File: config.mk
export PLATFORM = sky130hd
export DESIGN_NAME = intra4x4_mode_sched
export DESIGN_NICKNAME = d
export VERILOG_FILES = /design/src/rtl/intra4x4_mode_sched_pkg.sv /design/src/rtl/intra4x4_next_mode.sv /design/src/rtl/intra4x4_mode_sched.sv
export SDC_FILE = /design/constraint.sdc
export NUM_CORES = 1
export LEC_CHECK = 0
export BUFFER_PORTS_ARGS = -buffer_cell sky130_fd_sc_hd__buf_2
export CAP_MARGIN = 20
export CORE_ASPECT_RATIO = 0.9
export CORE_UTILIZATION = 50
export DETAILED_ROUTE_END_ITERATION = 10
export HOLD_SLACK_MARGIN = 0.06
export PLACE_DENSITY = 0.73
export REMOVE_ABC_BUFFERS = 1
export SLEW_MARGIN = 25
export SYNTH_ARGS = -nofsm -noshare
export SYNTH_HDL_FRONTEND = slang
export SYNTH_SLANG_ARGS = --single-unit
File: constraint.sdc
create_clock -name clk -period 2.1 [get_ports clk]
set_input_delay 0.525 -clock clk [delete_from_list [all_inputs] [get_ports clk]]
set_output_delay 0.525 -clock clk [all_outputs]
set_load 0.005 [all_outputs]
File: src/rtl/intra4x4_mode_sched_pkg.sv
// Shared definitions for the Intra4x4 mode-decision sequencer: mode numbering,
// widths, FSM states and the neighbour-availability to mode-mask mapping.
package intra_pkg;

   localparam int MODE_W    = 4;
   localparam int SAD_W     = 12;
   localparam int NUM_MODES = 9;

   localparam logic [MODE_W-1:0] MODE_V   = 4'd0;
   localparam logic [MODE_W-1:0] MODE_H   = 4'd1;
   localparam logic [MODE_W-1:0] MODE_DC  = 4'd2;
   localparam logic [MODE_W-1:0] MODE_DDL = 4'd3;
   localparam logic [MODE_W-1:0] MODE_DDR = 4'd4;
   localparam logic [MODE_W-1:0] MODE_VR  = 4'd5;
   localparam logic [MODE_W-1:0] MODE_HD  = 4'd6;
   localparam logic [MODE_W-1:0] MODE_VL  = 4'd7;
   localparam logic [MODE_W-1:0] MODE_HU  = 4'd8;

   typedef enum logic [1:0] {
      IDLE  = 2'd0,
      ISSUE = 2'd1,
      WAIT  = 2'd2,
      DONE  = 2'd3
   } state_t;

   // Bit m of the result is set when mode m has every neighbour it reads.
   function automatic logic [NUM_MODES-1:0] avail_mask(input logic top,
                                                       input logic left,
                                                       input logic topleft);
      logic [NUM_MODES-1:0] m;
      m           = '0;
      m[MODE_V]   = top;
      m[MODE_H]   = left;
      m[MODE_DC]  = 1'b1;
      m[MODE_DDL] = top;
      m[MODE_DDR] = top & left & topleft;
      m[MODE_VR]  = top & left & topleft;
      m[MODE_HD]  = top & left & topleft;
      m[MODE_VL]  = top;
      m[MODE_HU]  = left;
      return m;
   endfunction

endpackage

File: src/rtl/intra4x4_next_mode.sv
// Combinational search for the lowest allowed mode above the current one;
// from_start=1 searches from the bottom, as if current were -1.
module intra4x4_next_mode #(
   parameter int MODE_W = intra_pkg::MODE_W
) (
   input  logic [intra_pkg::NUM_MODES-1:0] mask,
   input  logic                            from_start,
   input  logic [MODE_W-1:0]               cur,
   output logic [MODE_W-1:0]               nxt,
   output logic                            none
);
   import intra_pkg::*;

   // Descending scan so the last hit, i.e. the lowest qualifying mode, wins.
   always_comb begin
      nxt  = '0;
      none = 1'b1;
      for (int i = NUM_MODES - 1; i >= 0; i--) begin
         if (mask[i] && (from_start || (i > int'(cur)))) begin
            nxt  = MODE_W'(i);
            none = 1'b0;
         end
      end
   end

endmodule

File: src/rtl/intra4x4_mode_sched.sv
// Intra4x4 mode-decision sequencer: issues each allowed mode in ascending order,
// collects one SAD per mode and keeps the lowest (ties favour the lower mode).
module intra4x4_mode_sched #(
   parameter int SAD_W  = intra_pkg::SAD_W,
   parameter int MODE_W = intra_pkg::MODE_W
) (
   input  logic              clk,
   input  logic              reset,
   input  logic              start,
   input  logic              avail_top,
   input  logic              avail_left,
   input  logic              avail_topleft,
   output logic [MODE_W-1:0] mode_sel,
   output logic              mode_valid,
   input  logic              sad_valid,
   input  logic [SAD_W-1:0]  sad_in,
   output logic              busy,
   output logic              done,
   output logic [MODE_W-1:0] best_mode,
   output logic [SAD_W-1:0]  best_sad
);
   import intra_pkg::*;

   state_t                 state;
   logic [NUM_MODES-1:0]   mask_q;
   logic                   first_q;
   logic [NUM_MODES-1:0]   live_mask;
   logic [MODE_W-1:0]      first_mode;
   logic                   first_none;
   logic [MODE_W-1:0]      next_mode;
   logic                   next_none;

   assign live_mask = avail_mask(avail_top, avail_left, avail_topleft);

   intra4x4_next_mode #(.MODE_W(MODE_W)) u_first (
      .mask       (live_mask),
      .from_start (1'b1),
      .cur        ('0),
      .nxt        (first_mode),
      .none       (first_none)
   );

   intra4x4_next_mode #(.MODE_W(MODE_W)) u_next (
      .mask       (mask_q),
      .from_start (1'b0),
      .cur        (mode_sel),
      .nxt        (next_mode),
      .none       (next_none)
   );

   always_ff @(posedge clk) begin
      if (reset) begin
         state      <= IDLE;
         mode_sel   <= '0;
         mode_valid <= 1'b0;
         busy       <= 1'b0;
         done       <= 1'b0;
         best_mode  <= '0;
         best_sad   <= '0;
         mask_q     <= '0;
         first_q    <= 1'b0;
      end else begin
         case (state)
            IDLE: begin
               done <= 1'b0;
               if (start) begin
                  mask_q     <= live_mask;
                  first_q    <= 1'b1;
                  // DC is always in the mask; the fallback only guards odd widths.
                  mode_sel   <= first_none ? MODE_W'(MODE_DC) : first_mode;
                  mode_valid <= 1'b1;
                  busy       <= 1'b1;
                  state      <= ISSUE;
               end
            end
            ISSUE: begin
               mode_valid <= 1'b0;
               state      <= WAIT;
            end
            WAIT: begin
               if (sad_valid) begin
                  if (first_q || (sad_in < best_sad)) begin
                     best_sad  <= sad_in;
                     best_mode <= mode_sel;
                  end
                  first_q <= 1'b0;
                  if (!next_none) begin
                     mode_sel   <= next_mode;
                     mode_valid <= 1'b1;
                     state      <= ISSUE;
                  end else begin
                     done  <= 1'b1;
                     state <= DONE;
                  end
               end
            end
            DONE: begin
               done  <= 1'b0;
               busy  <= 1'b0;
               state <= IDLE;
            end
            default: state <= IDLE;
         endcase
      end
   end

endmodule
* Word-level counts from Yosys, hierarchy flattened *
Index checks and enable logic that the tools add are counted.

storage, ports and cells
  register bits after elaboration = 35
  output and inout port bits = 23
  word-level logic and storage cells = 86

cells by class
  order comparisons = 9
  eq/ne operators = 7
  mux-type cells = 36
  bitwise logic cells = 2
  reductions and logical operators = 23

operators by type and width
  cell                                                           number
  two-way mux 4 bit                                              11
  greater-than comparator 3 x 4 -> 1 bit (first input constant)  4
  two-way mux 1 bit                                              14
  less-than comparator 12 bit                                    1
  two-way mux 2 bit                                              5
  AND reduction 3 bit                                            3
  greater-than comparator 2 x 4 -> 1 bit (first input constant)  2
  logical AND 1 bit                                              8
  inequality test 2 bit (second input constant)                  4
  one-hot mux 2 bit (4 select lines)                             1
  one-hot mux 4 bit (2 select lines)                             1
  AND reduction 4 bit                                            2
  one-hot mux 1 bit (2 select lines)                             3
  AND reduction 2 bit                                            3
  nonzero test 2 bit                                             3
  equality test 2 bit (second input constant)                    2
  greater-than comparator 1 x 4 -> 1 bit (first input constant)  1
  greater-than comparator 4 bit (first input constant)           1
  one-hot mux 1 bit (3 select lines)                             1
  nonzero test 3 bit                                             1
  bitwise AND 1 bit                                              2
  equality test 2 x 1 -> 1 bit (second input constant)           1
  zero test 2 bit                                                1
  OR reduction 2 bit                                             1
  logical OR 1 bit                                               1

* Depth between registers and ports, before layout *
Gate-level depths: netlist (run 1).

  word-level depth = 13
  mapped depth = 8
  gate-level depth less buffers = 7

* By module *
Synthesis (run 1) repeated with hierarchy kept, for this count alone.

unflattened totals
  cell total of the unflattened synthesis = 271
  area, all modules = 2245.9 sq um

by module, submodules not included
  module               instances  cells each  area each (sq um)  seq. area each (sq um)
  intra4x4_mode_sched  1          191         1690.4             600.6
  intra4x4_next_mode   2          40          277.8              0.0

* Least setup slack after synthesis (run 1) *
Ideal clock, no wire load.

  kind = input to register
  from = in sad_in[11]
  to = reg best_sad[10]
  library setup time = 0.125 ns
  arrival = 1.905 ns
  path slack = 0.071 ns
  stages on the path = 7
  buffers on the path = 1
  cell sequence = ha_1 -> nand4_1 -> or2_2 -> o31a_2 -> buf_2 -> nand3_1 -> nand3_1

between the ends
  longest elaborated chain between the ends = 3

ends and longest elaborated chain
  item                           RTL line                   RTL
  from (decl)                    intra4x4_mode_sched.sv:16  input logic [SAD_W-1:0] sad_in,
  less-than comparator 12 bit    intra4x4_mode_sched.sv:82  if (first_q || (sad_in < best_sad)) begin
  logical OR 1 bit               intra4x4_mode_sched.sv:82
  AND reduction 3 bit (no line)  --
  to (signal assigned)           intra4x4_mode_sched.sv:83  best_sad <= sad_in;
  to (decl)                      intra4x4_mode_sched.sv:20  output logic [SAD_W-1:0] best_sad

No other way between the ends.
A chain may end at the register's enable or synchronous reset.

* Worst setup path in the final report (run 1) *
  from = reg best_sad[11]
  to = reg best_sad[3]

between the ends
  longest elaborated chain between the ends = 3

ends and longest elaborated chain
  item                           RTL line
  less-than comparator 12 bit    intra4x4_mode_sched.sv:82
  logical OR 1 bit               intra4x4_mode_sched.sv:82
  AND reduction 3 bit (no line)  --

No other way between the ends.

==> results of run 1 <==
worst max-delay path: cells and delay by family (launching register included):
| kind | cells | cell delay (ns) |
|---|---|---|
| AO/OA/AOI/OAI | 1 | 0.48 |
| adder cells (fa/ha/maj) | 1 | 0.29 |
| buffers and inverters | 1 | 0.07 |
| flip-flops | 1 | 0.35 |
| AND/OR/NAND/NOR | 4 | 0.64 |
layout make-up:
cell class,count,area share
clock buffers,7,0.03270
well taps,48,0.02275
multi-input cells,206,0.5270
repair buffers,68,0.1640
clock inverters,1,0.001896
flip-flops and latches,30,0.2275
inverters,17,0.02417
power by group through the flow:
stage	Clock, W	Sequential [W]	Combinational [W]
after global routing	0.000514	0.000770	0.000912
after CTS	0.000503	0.000751	0.000801
after global placement	0	0.000762	0.000784
final	0.000491	0.000752	0.000807
after detailed placement	0	0.000764	0.000797
after floorplan	0	0.000748	0.000497
logic make-up (layout without fill, tap and decap cells):
logic type / Yosys count / after routing / share of synthesized area
fa+ha+maj: 15 / 15 / 0.08798
simple gates: 111 / 111 / 0.2874
flops: 30 / 30 / 0.2815
compound gates: 77 / 77 / 0.2587
buf+inv: 38 / 93 / 0.06921
mux: 3 / 3 / 0.01525
stage by stage:
stage                     hold WS, ns  setup TNS, ns  power [W]  cells
final                          0.4695              0   0.002050    377
after global routing           0.4919              0   0.002196    377
after CTS                      0.4698              0   0.002055    377
after detailed placement       0.4613         -1.892   0.001562    369
after global placement         0.4493         -1.290   0.001546    369
after floorplan                0.4308         -8.674   0.001245    253
registers in the layout, indices dropped and copies added, names as in the netlist:
| signal | cells |
|---|---|
| best_sad | 12 |
| best_mode | 4 |
| mask_q | 4 |
| mode_sel | 4 |
| state | 2 |
| busy | 1 |
| done | 1 |
| first_q | 1 |
| mode_valid | 1 |
per-layer routing:
layer	vias up	GRT usage	part of all wire
li1	1137	-	-
met1	1007	0.3515	0.48
met2	52	0.3990	0.45
met3	7	0.04574	0.051
met4	0	0.1025	0.013
met5	-	0	0
path summary, 6_finish.rpt:
path                              startpoint  slack [ns]          end
worst min register to register     mask_q[1]        0.47    mask_q[1]
worst max-delay path            best_sad[11]        0.16  best_sad[3]
worst max register to register  best_sad[11]        0.16  best_sad[3]
worst min-delay path               mask_q[1]        0.47    mask_q[1]
cell usage in the layout (no fill, tap or decap), types with 2 or more instances in the layout:
| cell type | instances |
|---|---|
| a211oi_1 | 2 |
| nor3_1 | 12 |
| buf_4 | 25 |
| o41ai_1 | 2 |
| nor2b_1 | 4 |
| a21oi_1 | 16 |
| dfxtp_1 | 30 |
| clkbuf_8 | 6 |
| or4b_1 | 2 |
| nor3b_1 | 18 |
| nand3_1 | 34 |
| ha_1 | 15 |
| a22oi_1 | 2 |
| a311oi_1 | 2 |
| buf_12 | 2 |
| a32oi_1 | 14 |
| nand2b_1 | 3 |
| nand2_1 | 14 |
| o21ai_1 | 3 |
| o21ai_0 | 20 |
| nor2_1 | 12 |
| buf_2 | 41 |
| nand4_1 | 5 |
| o21a_1 | 3 |
| inv_1 | 16 |
cells in the mapped netlist, types with 2 or more instances:
cell | count | area, um^2
o41ai_1 | 2 | 17.52
nand3_1 | 34 | 170.2
clkbuf_2 | 2 | 10.01
or4b_1 | 2 | 20.02
a22oi_1 | 2 | 15.01
nand2_1 | 14 | 52.55
nor2_1 | 12 | 45.04
nand4_1 | 5 | 31.28
a32oi_1 | 14 | 122.6
ha_1 | 15 | 187.7
nor3b_1 | 18 | 135.1
a211oi_1 | 2 | 15.01
dfxtp_1 | 30 | 600.6
nor2b_1 | 4 | 25.02
clkbuf_1 | 16 | 60.06
buf_2 | 2 | 10.01
nand2b_1 | 3 | 18.77
o21ai_1 | 3 | 15.01
o21a_1 | 3 | 22.52
o21ai_0 | 20 | 100.1
nor3_1 | 12 | 60.06
a21oi_1 | 16 | 80.08
a311oi_1 | 2 | 17.52
inv_1 | 16 | 60.06
repair_timing:
| action | in CTS | in global routing |
|---|---|---|
| endpoints found under the setup margin | 0 | 9 |
| buffers inserted | 0 | 0 |
| resized for setup | 0 | 0 |
==> impl_metrics.json, run 1 <==
{
  "drive_gt1_frac": 0.2584,
  "setup_ws_ns": 0.1569,
  "p_int_w": 0.001276,
  "cts.sinks": 30,
  "crit_chain": "inv_1 -> ha_1 -> nand4_1 -> or2_2 -> o31a_2 -> nand3_1 -> nand3_1",
  "syn_avg_cell_area_um2": 7.786,
  "power_frac_seq": 0.367,
  "worstHoldPathType": "reg -> reg",
  "max_stage_delay_ns": 0.48,
  "cp-start-kind": "flip-flop",
  "die_height_um": 63.97,
  "num_rows": 22,
  "drcViolationCount": 0,
  "tightest_slew_ns": 0.3893,
  "yosys_most_used_dff": "dfxtp_1",
  "place_ws_ns": -0.1487,
  "reg2reg_depth": 7,
  "wl_per_cell_um": 14.12,
  "end_kind": "flip-flop",
  "postSynthCellCount": 274,
  "yosysWarningCount": 0,
  "h-tree-depth": 2,
  "grt_pass1_wl_um": 9197,
  "drt-pass1-iter-count": 6,
  "num_vias": 2203,
  "overflow": 0,
  "synth.distinct_cells": 49,
  "cts-root-buf": "clkbuf_8",
  "num_io_pins": 42,
  "synth-edff-count": 0,
  "yosysSeqAreaShare": 0.2815,
  "dpl-instance-area_um2": 2549,
  "track_usage": 0.2566,
  "required_ns": 2.28,
  "cts_tree": "built",
  "grt_max_degree": 33,
  "fillerInstances": 372,
  "layout_min_cycle_time_ns": 1.943,
  "clockBufferDepth": 2,
  "ys_ff_latch": 30,
  "vdd_ir_drop_max_v": 0.0004773,
  "max_freq_mhz": 514.6,
  "io_buffers": 41,
  "cts-hold-fix-buffers": 0,
  "fin_area_um2": 2640,
  "nets": 362,
  "skew_ns": 0.003422,
  "worst-setup-path-type": "reg -> reg",
  "dieArea_um2": 4532,
  "power_frac_comb": 0.394,
  "start_util": 0.5236,
  "cap_violations": 0,
  "die_w_um": 70.85,
  "mappedNetlistArea_um2": 2133,
  "hold_path_depth": 2,
  "power.density_nw_per_um2": 776.6,
  "setup_viol": 0,
  "p_leak_nw": 1.096,
  "antenna_cells": 0,
  "crit_path_frequent_cell": "nand3_1",
  "grt_pass1_vias": 1995,
  "multi_input_area_um2": 1391,
  "totalWireLength_um": 5325,
  "outcome": "completed",
  "ant_nets": 0,
  "slew_viol_final": 0,
  "crit_arrival_ns": 2.12,
  "gp_congestion": 0.7854,
  "dp_hpwl_um": 3811,
  "async_reset_ff_frac": 0,
  "relSlewSlack": 0.7401,
  "fp.coreArea_um2": 4074,
  "min_period_over_period": 0.9253,
  "antenna_found_initial": 0,
  "clk_latency_ns": 0.29,
  "slowest_stage": "o31a_2",
  "power_frac_clock": 0.239,
  "rsz0062_at_grt": "no",
  "hold_viol": 0,
  "area_growth_pct": 23.75,
  "seq_area_um2": 600.6,
  "via_per_inst": 5.844,
  "finish.utilization": 0.6480,
  "p_switching_w": 0.0007737,
  "swShare": 0.3774,
  "cts_buffers": 5,
  "crit_fanout": 13,
  "clk_pin_slew_ns": 0.06,
  "drtIter0Drc": 146
}
Power figures use the tool's default switching activity.
==> run 2, diff against run 1 <==
- PLACE_DENSITY: 0.73 -> 0.7
- clock period: 2.1 -> 2 ns (I/O delays scaled with it)
==> impl_metrics.json, run 2 (synthesis gave the netlist of run 1 again) <==
{
  "outcome": "completed",
  "crit_fanout": 5,
  "fillerInstances": 358,
  "grt_max_degree": 33,
  "wl_per_cell_um": 14.48,
  "finish.utilization": 0.6609,
  "via_per_inst": 5.939,
  "io_buffers": 41,
  "setup_viol": 0,
  "grt_pass1_wl_um": 9218,
  "finalNonFillerCells": 380,
  "track_usage": 0.2541,
  "antenna_cells": 0,
  "cap_violations": 0,
  "drive_gt1_frac": 0.2922,
  "totalWireLength_um": 5503,
  "placed_cells": 371,
  "clk_pin_slew_ns": 0.06,
  "area_growth_pct": 26.22,
  "cts-root-buf": "clkbuf_8",
  "required_ns": 2.22,
  "clk_latency_ns": 0.28,
  "nets": 367,
  "min_period_over_period": 0.9858,
  "largest_reg_flops": 12,
  "rsz0062_at_grt": "yes",
  "hold_viol": 0,
  "crit_arrival_ns": 2.20,
  "die_w_um": 70.85,
  "gp_congestion": 0.8125,
  "setup_ws_ns": 0.02841,
  "swShare": 0.3724,
  "power_frac_comb": 0.425,
  "num_rows": 22,
  "drtIter0Drc": 133,
  "mostFrequentLayoutCell": "buf_2",
  "cts_buffers": 5,
  "power_frac_clock": 0.224,
  "antenna_found_initial": 0,
  "ant_nets": 0,
  "relSlewSlack": 0.5482,
  "tightest_slew_ns": 0.6689,
  "largest-register": "best_sad",
  "overflow": 0,
  "dieArea_um2": 4532,
  "drt-pass1-iter-count": 6,
  "multi_input_area_um2": 1425,
  "num_io_pins": 42,
  "layout_common_cells": "buf_2, nand3_1, dfxtp_1, buf_4, o21ai_0",
  "skew_ns": 0.002744,
  "place_ws_ns": -0.2374,
  "end_kind": "flip-flop",
  "vdd_ir_drop_max_v": 0.0005985,
  "p_int_w": 0.001373,
  "fp.coreArea_um2": 4074,
  "die_height_um": 63.97,
  "dp_hpwl_um": 3920,
  "max_freq_mhz": 507.2,
  "start_util": 0.5236,
  "cts.sinks": 30,
  "clockBufferDepth": 2,
  "power_frac_seq": 0.350,
  "worstHoldPathType": "reg -> reg",
  "power.density_nw_per_um2": 812.3,
  "fin_total_pwr_w": 0.002187,
  "worst-setup-path-type": "in -> reg",
  "cp-start-kind": "primary input",
  "slew_viol_final": 0,
  "p_switching_w": 0.0008145,
  "h-tree-depth": 2,
  "grt_pass1_vias": 2037,
  "drcViolationCount": 0,
  "num_vias": 2257,
  "p_leak_nw": 1.132,
  "seq_area_um2": 601.8,
  "cts_tree": "built",
  "layout_min_cycle_time_ns": 1.972
}
run 2: cell count changes in the layout (fill, tap and decap cells not counted), moves of 2 or more:
cell	before	now
buf_4	25	29
ha_1	15	13
nand3_1	34	32
nand3_2	0	2
run 2: stage by stage:
step                      setup TNS, ns  hold slack, ns  cell area [um^2]
after floorplan                  -9.874          0.4308              2049
after global placement           -3.291          0.4500              2551
after detailed placement         -3.449          0.4486              2551
after CTS                             0          0.4569              2634
after global routing           -0.03255          0.4965              2693
final                                 0          0.4586              2693
run 2: layout make-up:
cell class,instances,area share
multi-input cells,206,0.5293
flip-flops and latches,30,0.2235
repair buffers,73,0.1705
clock buffers,6,0.03067
inverters,17,0.02370
well taps,48,0.02230
run 2: timing repair:
item,in CTS,in global routing
pin swaps,1,5
resized for setup,0,12
hold buffers,0,0
endpoints found under the setup margin,7,16
setup buffers,0,3
run 2: path summary, 6_finish.rpt:
path	startpoint	endpoint	slack [ns]	depth (start not counted)
setup / recovery	sad_in[1]	best_mode[2]	0.03	7
hold / removal	mask_q[1]	mask_q[1]	0.46	2
setup reg to reg	best_sad[1]	best_mode[2]	0.04	7
hold reg to reg	mask_q[1]	mask_q[1]	0.46	2
run 2: per-layer routing:
| metal | up-vias | share of wire | track usage |
|---|---|---|---|
| met2 | 55 | 0.44 | 0.4111 |
| met1 | 1052 | 0.51 | 0.3467 |
| met5 | - | 0 | 0 |
| li1 | 1145 | - | - |
| met3 | 5 | 0.041 | 0.04890 |
| met4 | 0 | 0.0073 | 0.06750 |
run 2: worst max-delay path, stage by stage:
cell and delay [ns]:
buf_2 0.13, ha_4 0.25, a2111oi_4 0.46, o31ai_4 0.12
buf_6 0.14, or4b_1 0.53, nand3_2 0.07
run 2: power groups by stage:
stage                     Clock [W]  Combinational [W]  Sequential, W
after floorplan                   0           0.000522       0.000785
after global placement            0           0.000895       0.000774
after detailed placement          0           0.000901       0.000778
after CTS                  0.000499           0.000908       0.000765
after global routing       0.000524            0.00104       0.000779
final                      0.000490           0.000930       0.000766
==> run 3, diff against run 2 <==
- CORE_UTILIZATION: 50 -> 30
- PLACE_DENSITY: 0.7 -> 0.46
- RECOVER_POWER: default -> 50
==> impl_metrics.json, run 3 (synthesis gave the netlist of run 1 again) <==
{
  "fp.coreArea_um2": 6726,
  "outcome": "completed",
  "largest-register": "best_sad",
  "placed_cells": 420,
  "gp_congestion": 0.7732,
  "num_rows": 28,
  "required_ns": 2.22,
  "clk_latency_ns": 0.29,
  "grt_max_degree": 33,
  "tightest_slew_ns": 0.5815,
  "antenna_found_initial": 0,
  "num_io_pins": 42,
  "drcViolationCount": 0,
  "finish.utilization": 0.4163,
  "io_buffers": 41,
  "dieArea_um2": 7453,
  "worst-setup-path-type": "reg -> reg",
  "hold_viol": 0,
  "setup_viol": 0,
  "relSlewSlack": 0.6073,
  "use_met1": 0.2443,
  "nets": 373,
  "slew_viol_final": 0,
  "hold_path_depth": 2,
  "dp_hpwl_um": 4552,
  "ant_nets": 0,
  "largest_reg_flops": 12,
  "grt_pass1_wl_um": 10330,
  "mostFrequentLayoutCell": "buf_2",
  "skew_ns": 0.003069,
  "drive_gt1_frac": 0.2853,
  "worstHoldPathType": "reg -> reg",
  "finalNonFillerCells": 430,
  "h-tree-depth": 2,
  "reg2reg_to": "best_mode[2]",
  "drt-pass1-iter-count": 4,
  "min_to": "mask_q[1]",
  "dpl-instance-area_um2": 2669,
  "p_leak_nw": 1.134,
  "num_vias": 2235,
  "r2r-start": "best_sad[1]",
  "vdd_ir_drop_max_v": 0.0003133,
  "area_growth_pct": 31.26,
  "fillerInstances": 726,
  "overflow": 0,
  "crit_arrival_ns": 2.15,
  "crit_chain": "inv_2 -> ha_4 -> a2111oi_4 -> o31ai_4 -> or4b_1 -> nand3_1",
  "antenna_cells": 0,
  "min_period_over_period": 0.9621,
  "grt_pass1_vias": 2135,
  "reg2reg_depth": 6,
  "crit_fanout": 5,
  "via_per_inst": 5.198,
  "busiest_layer": "met2",
  "fin_area_um2": 2800,
  "cp-start-kind": "flip-flop",
  "clk_pin_slew_ns": 0.07,
  "cts.sinks": 30,
  "start_util": 0.3172,
  "die_w_um": 90.89,
  "cts_tree": "built",
  "cts-root-buf": "clkbuf_8",
  "use_met3": 0.03148,
  "max_stage_delay_ns": 0.53,
  "wl_per_cell_um": 14.71,
  "track_usage": 0.1749,
  "max_freq_mhz": 519.7,
  "power.density_nw_per_um2": 806.0,
  "cts-hold-fix-buffers": 0,
  "layout_common_cells": "buf_2, nand3_1, buf_4",
  "setup_ws_ns": 0.07582,
  "drtIter0Drc": 92,
  "slowest_stage": "or4b_1",
  "rsz0062_at_grt": "yes",
  "layout_min_cycle_time_ns": 1.924,
  "hold_start": "mask_q[1]",
  "cts_buffers": 5,
  "grtUsageMet2": 0.2758,
  "clockBufferDepth": 2,
  "end_kind": "flip-flop",
  "totalWireLength_um": 6325,
  "fin_setup_tns_ns": 0,
  "rrSetupSlack_ns": 0.08,
  "place_ws_ns": -0.2334,
  "die_height_um": 82,
  "cap_violations": 0
}
-- run 3: final cells by class --
class	instances	area, um^2	share of cell area
Tap cell	90	112.6	0.04021
Clock buffer	7	86.33	0.03083
Sequential cell	30	601.8	0.2149
Inverter	17	63.81	0.02279
Multi-Input combinational cell	207	1431	0.5112
Timing Repair Buffer	78	499.2	0.1783
Clock inverter	1	5.005	0.001787
-- run 3: repair_timing --
item	in CTS	in global routing
setup buffers	0	1
endpoints found under the setup margin	0	16
resized for setup	0	7
-- run 3: worst max path at each step --
stage / startpoint / to / slack [ns] / depth (start not counted)
floorplan: sad_in[7] / best_mode[1] / -0.62 / 6
global placement: sad_in[7] / best_sad[8] / -0.23 / 8
detailed placement: sad_in[7] / best_sad[8] / -0.23 / 8
CTS: best_sad[9] / best_sad[8] / 0.002 / 8
global route: state[0] / best_mode[3] / -0.03 / 8
finish: best_sad[1] / best_mode[2] / 0.08 / 6
-- run 3: critical path: cells and delay by family (launching register included) --
family          cells  cell delay [ns]
buf+inv             1             0.05
compound gates      2             0.62
simple gates        2             0.64
flops               1             0.34
fa+ha+maj           1             0.21
-- run 3: power by group --
group	internal [W]	switching (W)	total [W]	leakage, nW
logic	0.000424	0.000515	0.000939	0.841
registers	0.000686	0.0000936	0.000779	0.245
clock network	0.000278	0.000260	0.000538	0.0482
total	0.00139	0.000869	0.00226	1.13
-- run 3: per-stage QoR --
step,hold slack (ns),power (W)
final,0.4599,0.002257
after global routing,0.4822,0.002435
after CTS,0.4640,0.002278
after detailed placement,0.4543,0.001729
after global placement,0.4512,0.001732
after floorplan,0.4308,0.001308
-- run 3: layer usage --
layer,share of wire,wire length [um],vias to the layer above
met5,0,0,-
met3,0.032,205,5
li1,-,-,1163
met1,0.54,3414,1026
met2,0.42,2656,41
met4,0.0076,48,0
